`src/rtl/serial_adder.sv`:
```
// serial_adder: bit-serial WIDTH-bit adder feeding one fullAdder cell LSB first.
// Start captures A/B/Cin; WIDTH shift cycles later Sum/Cout update with a Done pulse.
module fullAdder (
    input  logic A,
    input  logic B,
    input  logic Cin,
    output logic Sum,
    output logic Cout
);
    assign Sum  = A ^ B ^ Cin;
    assign Cout = (A & B) | (Cin & (A ^ B));
endmodule

module serial_adder #(
    parameter int WIDTH = 8
) (
    input  logic             clk,
    input  logic             rst,
    input  logic             Start,
    input  logic [WIDTH-1:0] A,
    input  logic [WIDTH-1:0] B,
    input  logic             Cin,
    output logic             Busy,
    output logic             Done,
    output logic [WIDTH-1:0] Sum,
    output logic             Cout
);
    localparam int CW = $clog2(WIDTH) + 1;
    typedef enum logic [1:0] {IDLE, SHIFT, DONE} state_t;
    state_t           state_q, state_d;
    logic [WIDTH-1:0] ra_q, ra_d, rb_q, rb_d, ps_q, ps_d, sum_q, sum_d;
    logic [CW-1:0]    cnt_q, cnt_d;
    logic             c_q, c_d, cout_q, cout_d, done_q, done_d;
    logic             s_bit, c_out;

    fullAdder u_fa (
        .A   (ra_q[0]),
        .B   (rb_q[0]),
        .Cin (c_q),
        .Sum (s_bit),
        .Cout(c_out)
    );

    always_comb begin
        state_d = state_q;
        ra_d    = ra_q;
        rb_d    = rb_q;
        ps_d    = ps_q;
        c_d     = c_q;
        cnt_d   = cnt_q;
        sum_d   = sum_q;
        cout_d  = cout_q;
        done_d  = 1'b0;
        case (state_q)
            IDLE: if (Start) begin
                ra_d    = A;
                rb_d    = B;
                c_d     = Cin;
                cnt_d   = '0;
                state_d = SHIFT;
            end
            SHIFT: begin
                ra_d  = ra_q >> 1;
                rb_d  = rb_q >> 1;
                ps_d  = {s_bit, ps_q[WIDTH-1:1]};
                c_d   = c_out;
                cnt_d = cnt_q + CW'(1);
                // Last bit: the sum bit just produced completes the result
                if (cnt_q == CW'(WIDTH - 1)) begin
                    sum_d   = {s_bit, ps_q[WIDTH-1:1]};
                    cout_d  = c_out;
                    done_d  = 1'b1;
                    state_d = DONE;
                end
            end
            default: state_d = IDLE;
        endcase
    end

    always_ff @(posedge clk) begin
        if (rst) begin
            state_q <= IDLE;
            ra_q    <= '0;
            rb_q    <= '0;
            ps_q    <= '0;
            c_q     <= 1'b0;
            cnt_q   <= '0;
            sum_q   <= '0;
            cout_q  <= 1'b0;
            done_q  <= 1'b0;
        end else begin
            state_q <= state_d;
            ra_q    <= ra_d;
            rb_q    <= rb_d;
            ps_q    <= ps_d;
            c_q     <= c_d;
            cnt_q   <= cnt_d;
            sum_q   <= sum_d;
            cout_q  <= cout_d;
            done_q  <= done_d;
        end
    end

    assign Busy = (state_q != IDLE);
    assign Done = done_q;
    assign Sum  = sum_q;
    assign Cout = cout_q;
endmodule

```
`config.mk`:
```
export PLATFORM = sky130hd
export DESIGN_NAME = serial_adder
export DESIGN_NICKNAME = d
export VERILOG_FILES = /design/src/rtl/serial_adder.sv
export SDC_FILE = /design/constraint.sdc
export NUM_CORES = 1
export LEC_CHECK = 0
export ABC_AREA = 1
export CAP_MARGIN = 10
export CORE_ASPECT_RATIO = 1.75
export CORE_MARGIN = 5
export CORE_UTILIZATION = 50
export DETAILED_ROUTE_END_ITERATION = 16
export GPL_ROUTABILITY_DRIVEN = 0
export PLACE_DENSITY = 0.82
export SLEW_MARGIN = 0
export SYNTH_ARGS = -nofsm -noshare
export SYNTH_HDL_FRONTEND = slang
export SYNTH_SLANG_ARGS = --single-unit
```
`constraint.sdc`:
```
create_clock -name clk -period 1.7 [get_ports clk]
set_input_delay 0.17 -clock clk [delete_from_list [all_inputs] [get_ports clk]]
set_output_delay 0.17 -clock clk [all_outputs]
set_load 0.1 [all_outputs]
```
### After elaboration in Yosys (flattened, before gate mapping)

Cells that the tools add are included.

| operators by class | value |
|---|---|
| $add $sub $neg | 1 |
| $mul | 0 |
| div/mod/pow operators | 0 |
| magnitude comparators | 0 |
| eq/ne operators | 4 |
| shift operators | 0 |
| mux-type cells | 12 |
| bitwise gates (word level) | 6 |
| reductions and logical operators | 7 |

Operator list:

| cell | number |
|---|---|
| one-hot mux 8 bit (2 select lines) | 2 |
| 2-to-1 mux 8 bit | 2 |
| one-hot mux 4 bit (2 select lines) | 1 |
| AND reduction 2 bit | 3 |
| adder 4 x 1 -> 4 bit (second input constant) | 1 |
| == test 4 x 3 -> 1 bit (second input constant) | 1 |
| 2-to-1 mux 2 bit | 2 |
| 2-to-1 mux 4 bit | 1 |
| inequality test 2 bit (second input constant) | 2 |
| one-hot mux 2 bit (2 select lines) | 1 |
| nonzero test 2 bit | 2 |
| bitwise AND 1 bit | 2 |
| == test 2 x 1 -> 1 bit (second input constant) | 1 |
| zero test 2 bit | 1 |
| 2-to-1 mux 1 bit | 2 |
| one-hot mux 1 bit (2 select lines) | 1 |
| OR reduction 2 bit | 1 |
| XOR 1 bit | 2 |
| NOT 1 bit | 1 |
| bitwise OR 1 bit | 1 |

| storage, ports and cells | value |
|---|---|
| register bits | 41 |
| latch bits | 0 |
| bits in writable memories | 0 |
| bits in read-only memories | 0 |
| output and inout bits | 11 |
| word-level logic and storage cells | 39 |
| memories | 0 |

### Logic depth before layout (Yosys ltp)

| logic depth | value |
|---|---|
| depth after elaboration | 4 |
| gate-level depth with buffers | 7 |
| gate-level depth less buffers | 7 |

### By module

From an unflattened synthesis, not the netlist that was laid out.

| second synthesis, totals | value |
|---|---|
| cells, all modules | 244 |
| area total of the unflattened synthesis | 1710.4 µm² |

By module, submodules not included:

| module | times used | cells each | area an instance (µm²) | seq. area each (µm²) |
|---|---|---|---|---|
| serial_adder | 1 | 243 | 1690.4 | 800.8 |
| fullAdder | 1 | 1 | 20.0 | 0.0 |

### Worst setup path after synthesis

Ideal clock, no wire load.

| timing path | value |
|---|---|
| path type | register to output |
| start | register state_q[1] |
| end | output port Busy |
| arrival time | 1262 ps |
| required time | 1530 ps |
| slack | 268 ps |
| stages on the path, launching flop included | 4 |
| path buffers | 1 |
| cell sequence | dfxtp_1 nor2_2 buf_2 inv_1 |

| between the ends | value |
|---|---|
| cells in the longest elaborated chain, start to end | 1 |

RTL lines:

| element | RTL line | source |
|---|---|---|
| from (decl) | 30 | `state_t state_q, state_d;` |
| from (signal assigned) | 92 | `state_q <= state_d;` |
| nonzero test 2 bit | 104 | `assign Busy = (state_q != IDLE);` |
| to (decl) | 23 | `output logic Busy,` |

Every way passes these cells.

### Worst setup path after layout

Same ends and word-level chain as after synthesis.

==> results_dict.tcl <==
set metrics [dict create \
    synth.area.top_cells "dfxtp_1 (47%), nand2_1 (13%), nor2_1 (12%)" \
    power_density_mw_per_mm2 873.8 \
    ys.flop_type "dfxtp_1" \
    portBuffers 30 \
    die-area_sq_mm 0.004722 \
    slew_headroom_pct 81.51 \
    end_kind "output pin" \
    nFillCells 292 \
    drtPass1Iterations 4 \
    io-pin-count 31 \
    root_buffer "clkbuf_8" \
    drv_slew 0 \
    wirelength_um 3515 \
    seq_area_sq_um 800.8 \
    async_reset_ff_share_pct 0 \
    crit_fanout 17 \
    hold_violations 0 \
    crit_path_start_kind "flip-flop" \
    synth_commonest_cells "nand2_1 (60), nor2_1 (55), dfxtp_1 (40)" \
    worstPathCellList "nor2_2 > buf_4 > inv_1 > buf_12" \
    place_ws_ps 294.5 \
    vias 1552 \
    start_util_pct 51.20 \
    grt.total_usage_pct 17.80 \
    finalNetCount 302 \
    layout_setup_ws_ps 242.2 \
    cpMaxStageDelayCell "dfxtp_1" \
    status "finished clean" \
    dp_hpwl_um 2513 \
    clockBufferDepth 2 \
    cts_hold_buf 0 \
    worstPathRequired_ps 1530 \
    fmax_mhz 686.0 \
    ys.warnings.count 0 \
    met1_usage_pct 19.24 \
    htreeDepth 2 \
    min_period_ps 1458 \
    max_stage_delay_ps 360 \
    synth_nets 269 \
    viasPerCell 4.761 \
    cts_sinks 40 \
    fin_crit_sh_pct 85.75 \
    clk_pin_slew_ps 70 \
    antenna_cells 0 \
    grt_pass1_vias 1524 \
    drc 0 \
    hold_start "A[7]" \
    drive_gt1_share_pct 11.74 \
    antenna_found_initial 0 \
    syn_inst 247 \
    num_rows 28 \
    wl_per_cell_um 10.78 \
    syn_area_per_cell_sq_um 6.899 \
    drt_iter0_drc 39 \
    busiest_layer "met2" \
    yosysMostFrequentCell "nand2_1" \
    dieHeight_um 87.23 \
    worstPathArrival_ps 1290 \
    p_total_mw 1.867 \
    cts-resized-gates 0 \
    critPathBufInv 3 \
    hold_class "in -> reg" \
    grt_max_degree 23 \
    startpoint "state_q[1]$_SDFFE_PP0P_" \
    cts_tree "done" \
    grt_util_met2_pct 32.06 \
    leakagePower_nw 0.9854 \
    r2r-start "cnt_q[0]$_SDFFE_PP0P_" \
    synth_edf_count 0 \
    synth_cell_types 16 \
    maxCapViolations 0 \
    synth_top_area_share_pct 46.99 \
    final.setup.tns_ps 0 \
    critPathTopFamily "buffers and inverters" \
    cts_buffers 5 \
    setup_viol 0 \
    ys_seq_area_share_pct 46.99 \
    fp.dieW_um 54.13 \
    met3_usage_pct 4.803 \
    area_delta_synth_final_pct 25.40 \
    ir_drop_v 0.0006975 \
    grt-ovfl-total 0 \
    clkLatencyLatePin_ps 280 \
    synth_area_sq_mm 0.001704 \
    drtAntennaViolNets 0 \
    coreArea_sq_mm 0.003328 \
    multi_input_area_sq_um 762.0 \
    cts_setup_buffers 0 \
    synth-seq-cells 40 \
    path_class "reg -> out" \
    rsz0062_at_grt "false" \
    yosys.area.top_type "dfxtp_1" \
    tightest_slew_ps 276.4 \
    grt_pass1_wl_um 6299 \
    skew_ps 2.968 \
]
worst min-delay path, stage by stage:
cell and delay [ps]:
clkdlybuf4s50_1 390, nand2_1 70, a21oi_1 50
flip-flops by register name, indices dropped and copies added, names as in the netlist:
register  cells
state_q       2
c_q           1
Cout          1
ps_q          7
Sum           8
cnt_q         4
rb_q          8
ra_q          8
Done          1
cell families (layout without fill, tap and decap cells):
| logic type | count (synthesis) | after routing | share of synthesized area [%] |
|---|---|---|---|
| compound gates | 16 | 16 | 4.699 |
| fa+ha+maj | 2 | 2 | 1.909 |
| buf+inv | 34 | 68 | 8.297 |
| flops | 40 | 40 | 46.99 |
| simple gates | 155 | 155 | 38.11 |
path summary, 6_finish.rpt:
path | end | slack, ps | cells past startpoint
setup / recovery | Busy | 240 | 4
setup reg to reg | Sum[0]$_SDFFE_PP0P_ | 380 | 7
hold reg to reg | Sum[2]$_SDFFE_PP0P_ | 470 | 2
hold / removal | ra_q[7]$_SDFFE_PP0P_ | 450 | 3
cell type report:
cell class,instances,share of cell area [%]
Inverter,22,3.864
Timing Repair Buffer,38,16.16
Tap cell,45,2.635
Clock buffer,8,4.215
Sequential cell,40,37.47
Multi-Input combinational cell,173,35.66
cell usage in the layout (no fill, tap or decap):
| cell | synthesis | routed |
|---|---|---|
| inv_1 | 20 | 20 |
| nor2_1 | 55 | 55 |
| nand2_1 | 60 | 60 |
| dfxtp_1 | 40 | 40 |
| o21ai_0 | 9 | 9 |
| nand3_1 | 34 | 34 |
| clkdlybuf4s50_1 | 0 | 19 |
| nor2_4 | 2 | 2 |
| a21oi_1 | 7 | 7 |
| inv_2 | 2 | 2 |
| clkbuf_1 | 3 | 2 |
| nand2_2 | 3 | 3 |
| buf_12 | 0 | 1 |
| buf_4 | 1 | 18 |
| nor2_2 | 1 | 1 |
| ha_1 | 1 | 1 |
| clkbuf_8 | 0 | 6 |
| fa_1 | 1 | 1 |
metrics by stage:
step                      instances  cell area [sq um]  utilization, %  hold slack, ps
final                           326               2137           64.21           445.3
after global routing            326               2137           64.21           441.9
after CTS                       326               2137           64.21           442.6
after detailed placement        318               2047           61.50           453.2
after global placement          318               2047           61.50           446.7
after floorplan                 247               1704               -           312.7
power by group:
part           internal [mW]  total (mW)  switching (mW)
logic                  0.103       0.233           0.130
clock network          0.331       0.629           0.298
registers              0.978        1.01          0.0273
metal layers:
| metal | vias to the layer above | wire, um |
|---|---|---|
| met5 | - | 0 |
| met4 | 0 | 55 |
| met3 | 6 | 177 |
| met2 | 32 | 1909 |
| met1 | 685 | 1373 |
| li1 | 829 | - |
Note: power is estimated with default switching activity, not from simulation.
==> variant 1, RTL diff (config.mk and constraints unchanged) <==
Encoding of `state_t`: now one-hot (3 bits for 3 states).
--- a/src/rtl/serial_adder.sv
+++ b/src/rtl/serial_adder.sv
@@ -26,7 +26,7 @@
     output logic             Cout
 );
     localparam int CW = $clog2(WIDTH) + 1;
-    typedef enum logic [1:0] {IDLE, SHIFT, DONE} state_t;
+    typedef enum logic [2:0] {IDLE = 3'b001, SHIFT = 3'b010, DONE = 3'b100} state_t;
     state_t           state_q, state_d;
     logic [WIDTH-1:0] ra_q, ra_d, rb_q, rb_d, ps_q, ps_d, sum_q, sum_d;
     logic [CW-1:0]    cnt_q, cnt_d;
Check against the original RTL: no difference found for any inputs over 10 cycles, from zero or initial values and one cycle with rst high; not proved beyond that.
==> variant 1 against the original RTL <==
Final area grew 8.7%; worst hold slack gained 0.022 ns; wire length grew 18%; setup slack gained 0.039 ns; die area grew 7.0%; sequential cell count grew 1; combinational power grew 35%; area after synthesis grew 8.3%; core utilization grew 0.44 points; total power grew 16%; critical path depth grew 2.
==> variant 1: results (changes against the original RTL) <==
filler instances 327 (was 292); largest net degree at the start of global routing 26 (was 23); Clock Skew 0.007924 ns (was 0.002968 ns); met3 wire len 164 µm (was 177 µm); sequential cell area fraction in the yosys report 0.4447 (was 0.4699); fin nets 328 (was 302); register area 820.8 µm² (was 800.8 µm²); top routing layer used met4 (unchanged); Commonest cells post-synth nand2_1, nor2_1, nand3_1, dfxtp_1, inv_1 (was nand2_1, nor2_1, dfxtp_1, nand3_1, inv_1); peak supply drop 846.7 µV (was 697.5 µV); Clock Tree Buf Depth 2 (unchanged); arrival time worst endpoint 1.60 ns (was 1.29 ns); Buffers excl. clock 41 (was 38); dpl hpwl 2992 µm (was 2513 µm); Max Fanout on Critical Path 9 (was 17); Total Routing Usage GR 0.1762 (was 0.1780); vias in the first global route 1,662 (was 1,524); pre-CTS setup slack 0.1040 ns (was 0.2945 ns); Top FF cell, synth dfxtp_1 (unchanged); inverters 26 (was 22); Yosys cell types 17 (was 16); status finished, final reports clean (unchanged); share of cells above drive strength 1 0.1140 (was 0.1174); first-pass GRT wire length 7231 µm (was 6299 µm); Syn Nets 294 (was 269); worst hold path type reg -> reg (was in -> reg); clock buf count 7 (was 8); Post-Synth XOR/XNOR Area 0 (unchanged); P_leak 0.001155 µW (was 0.0009854 µW); Synth Area in Adders 0.01763 (was 0.01909); Routed WL per cell 11.73 µm (was 10.78 µm); seq_cells 41 (was 40); Rel. slew slack 0.7986 (was 0.8151); multi-input logic area 862.1 µm² (was 762.0 µm²); post-route met1 wirelength 1637 µm (was 1373 µm); CTS root buffer clkbuf_8 (unchanged); layout multi-input combinational cell count 191 (was 173); drt via density 4.887 (was 4.761); IO Port Bufs 30 (unchanged); Ant. Diodes 0 (unchanged); clk cell area share 0.05011 (was 0.04215); top cells by area, synth dfxtp_1, nand2_1, nand3_1 (was dfxtp_1, nand2_1, nor2_1); met2 WL 2254 µm (was 1909 µm); post-synthesis compound-gate area fraction 0.06508 (was 0.04699); Post-synth ARST share 0 (unchanged); YS warnings 0 (unchanged); non-clk buf share 0.1584 (was 0.1616)
-- variant 1: cell count changes in the layout (fill, tap and decap cells not counted), moves of 2 or more --
cell and delta:
nand4_1 +2, nand3_1 +7, o21ai_0 +8, inv_1 +6, nand2_2 -2, buf_4 +3
inv_2 -2
-- variant 1: worst paths after layout --
kind / startpoint / end / slack (ns) / depth (start not counted)
worst max-delay path: cnt_q[0]$_SDFFE_PP0P_ / Sum[0]$_SDFFE_PP0P_ / 0.28 / 6
worst min-delay path: ps_q[5]$_SDFFE_PP0N_ / ps_q[5]$_SDFFE_PP0N_ / 0.47 / 2
worst max register to register: cnt_q[0]$_SDFFE_PP0P_ / Sum[0]$_SDFFE_PP0P_ / 0.28 / 6
worst min register to register: ps_q[5]$_SDFFE_PP0N_ / ps_q[5]$_SDFFE_PP0N_ / 0.47 / 2
-- variant 1: stage by stage --
step,area (µm²),hold WS (ns),instances
after detailed placement,2191,0.4542,343
final,2322,0.4676,353
after CTS,2307,0.4666,351
after global placement,2191,0.4569,343
after floorplan,1851,0.2391,272
after global routing,2322,0.4998,353
-- variant 1: timing repair --
item,4_1_cts,5_1_grt
setup endpoints to repair,0,21
setup buffers,0,2
resized for setup,0,0
-- variant 1: critical path: stages (launching register included) --
cell     delay [ns]
dfxtp_1        0.41
ha_1           0.22
nand3_1        0.17
inv_1          0.09
nand2_1        0.19
nor2_1         0.17
nor2_1         0.06
-- variant 1: metal layers --
layer / track usage / vias to the layer above
met3: 0.05007 / 7
met5: 0 / -
li1: - / 918
met4: 0.06535 / 0
met1: 0.1828 / 773
met2: 0.3271 / 27
-- variant 1: report_power, final --
part / switching, µW / leakage [µW] / internal (µW)
clock network: 320 / 0.0000585 / 479
logic: 177 / 0.000761 / 138
registers: 36.5 / 0.000335 / 1010
==> variant 2, RTL diff (same settings) <==
Made on the original files. `WIDTH`: 8 -> 4.
--- a/src/rtl/serial_adder.sv
+++ b/src/rtl/serial_adder.sv
@@ -12,7 +12,7 @@
 endmodule
 
 module serial_adder #(
-    parameter int WIDTH = 8
+    parameter int WIDTH = 4
 ) (
     input  logic             clk,
     input  logic             rst,
Interface: changed (resized A, B and Sum); port bits go from 31 to 19. The function was not compared with the original's and may differ.
==> variant 2 against the original RTL <==
Wire length fell by 40%; final area fell by 41%; sequential cell count decreased by 17; die area shrank 33%; cell count shrank 42%; area after synthesis fell by 38%; setup slack better by 0.0027 ns; total power fell by 45%.
==> variant 2: results (changes against the original RTL) <==
fin nets 182 (was 302); Ant. Diodes 0 (unchanged); clk_lat worst skew 0.32 ns (was 0.28 ns); crit-path leading delay family flip-flops (was buffers and inverters); sequential cell area fraction in the yosys report 0.4376 (was 0.4699); fin cells 190 (was 326); Syn Nets 162 (was 269); average cell area after synthesis 7.158 µm² (was 6.899 µm²); placed inst area 1232 µm² (was 2047 µm²); met3 usage 0.01527 (was 0.04803); GR Util met2 0.2560 (was 0.3206); post-CTS sizing 0 (unchanged); met2 WL 1111 µm (was 1909 µm); Routed WL per cell 11.05 µm (was 10.78 µm); pre-CTS setup slack 0.2717 ns (was 0.2945 ns); vias in the first global route 879 (was 1,524); YS warnings 0 (unchanged); Clock Skew 0.0005157 ns (was 0.002968 ns); Total Routing Usage GR 0.1445 (was 0.1780); Synth Area in Adders 0.04281 (was 0.01909); peak supply drop 494.7 µV (was 697.5 µV); first-pass GRT wire length 3436 µm (was 6299 µm); largest net degree at the start of global routing 19 (was 23); final setup margin 0.2449 ns (was 0.2422 ns); post-synthesis compound-gate area fraction 0.09394 (was 0.04699); CTS Buf Count 3 (was 5); post-route met1 wirelength 831 µm (was 1373 µm); status finished, final reports clean (unchanged); filler instances 208 (was 292); Worst Setup SP state_q[0]$_SDFFE_PP0P_ (was state_q[1]$_SDFFE_PP0P_); DR iter-0 viols 16 (was 39); top routing layer used met4 (unchanged); Yosys cell types 18 (was 16); met3 wire len 79 µm (was 177 µm); Clock H-tree levels 1 (was 2); CP max stage delay 0.55 ns (was 0.36 ns); detailed-route via count 920 (was 1,552); worst-margin pin slew 0.4742 ns (was 0.2764 ns); top cells by area, synth dfxtp_1, nand2_1, inv_1 (was dfxtp_1, nand2_1, nor2_1); share of cells above drive strength 1 0.1265 (was 0.1174); Commonest cells post-synth nand2_1, inv_1, dfxtp_1, nor2_1, a21oi_1 (was nand2_1, nor2_1, dfxtp_1, nand3_1, inv_1); CTS root buffer clkbuf_4 (was clkbuf_8); clock-pin slew on the worst setup and hold paths 0.12 ns (was 0.07 ns); dpl hpwl 1646 µm (was 2513 µm); Max Fanout on Critical Path 7 (was 17); met1 Usage GRT 0.1399 (was 0.1924); IO Port Bufs 18 (was 30); worst hold path type in -> reg (unchanged); P_leak 0.0006412 µW (was 0.0009854 µW); min-delay src B[3] (was A[7])
## variant 2: power breakdown
group | total (µW) | switching (µW) | internal, µW | leakage (µW)
combinational | 179 | 100 | 79.3 | 0.000435
clock | 256 | 168 | 88.3 | 0.0000177
sequential | 589 | 20.0 | 568 | 0.000189
## variant 2: path summary, 6_finish.rpt
path | depth (start not counted) | slack (ns) | to
worst max register to register | 7 | 0.39 | Sum[2]$_SDFFE_PP0P_
worst min register to register | 2 | 0.48 | rb_q[3]$_SDFFE_PP0P_
worst min-delay path | 3 | 0.42 | rb_q[3]$_SDFFE_PP0P_
worst max-delay path | 3 | 0.24 | Busy
## variant 2: area by class of cell
type / instances / area, µm² / area share
clock buffer: 3 / 22.52 / 0.01787
clock inverter: 1 / 5.005 / 0.003972
inverter: 27 / 102.6 / 0.08143
multi-input combinational: 92 / 436.7 / 0.3466
sequential: 23 / 460.4 / 0.3654
tap: 24 / 30.03 / 0.02383
timing repair buffer: 20 / 202.7 / 0.1609
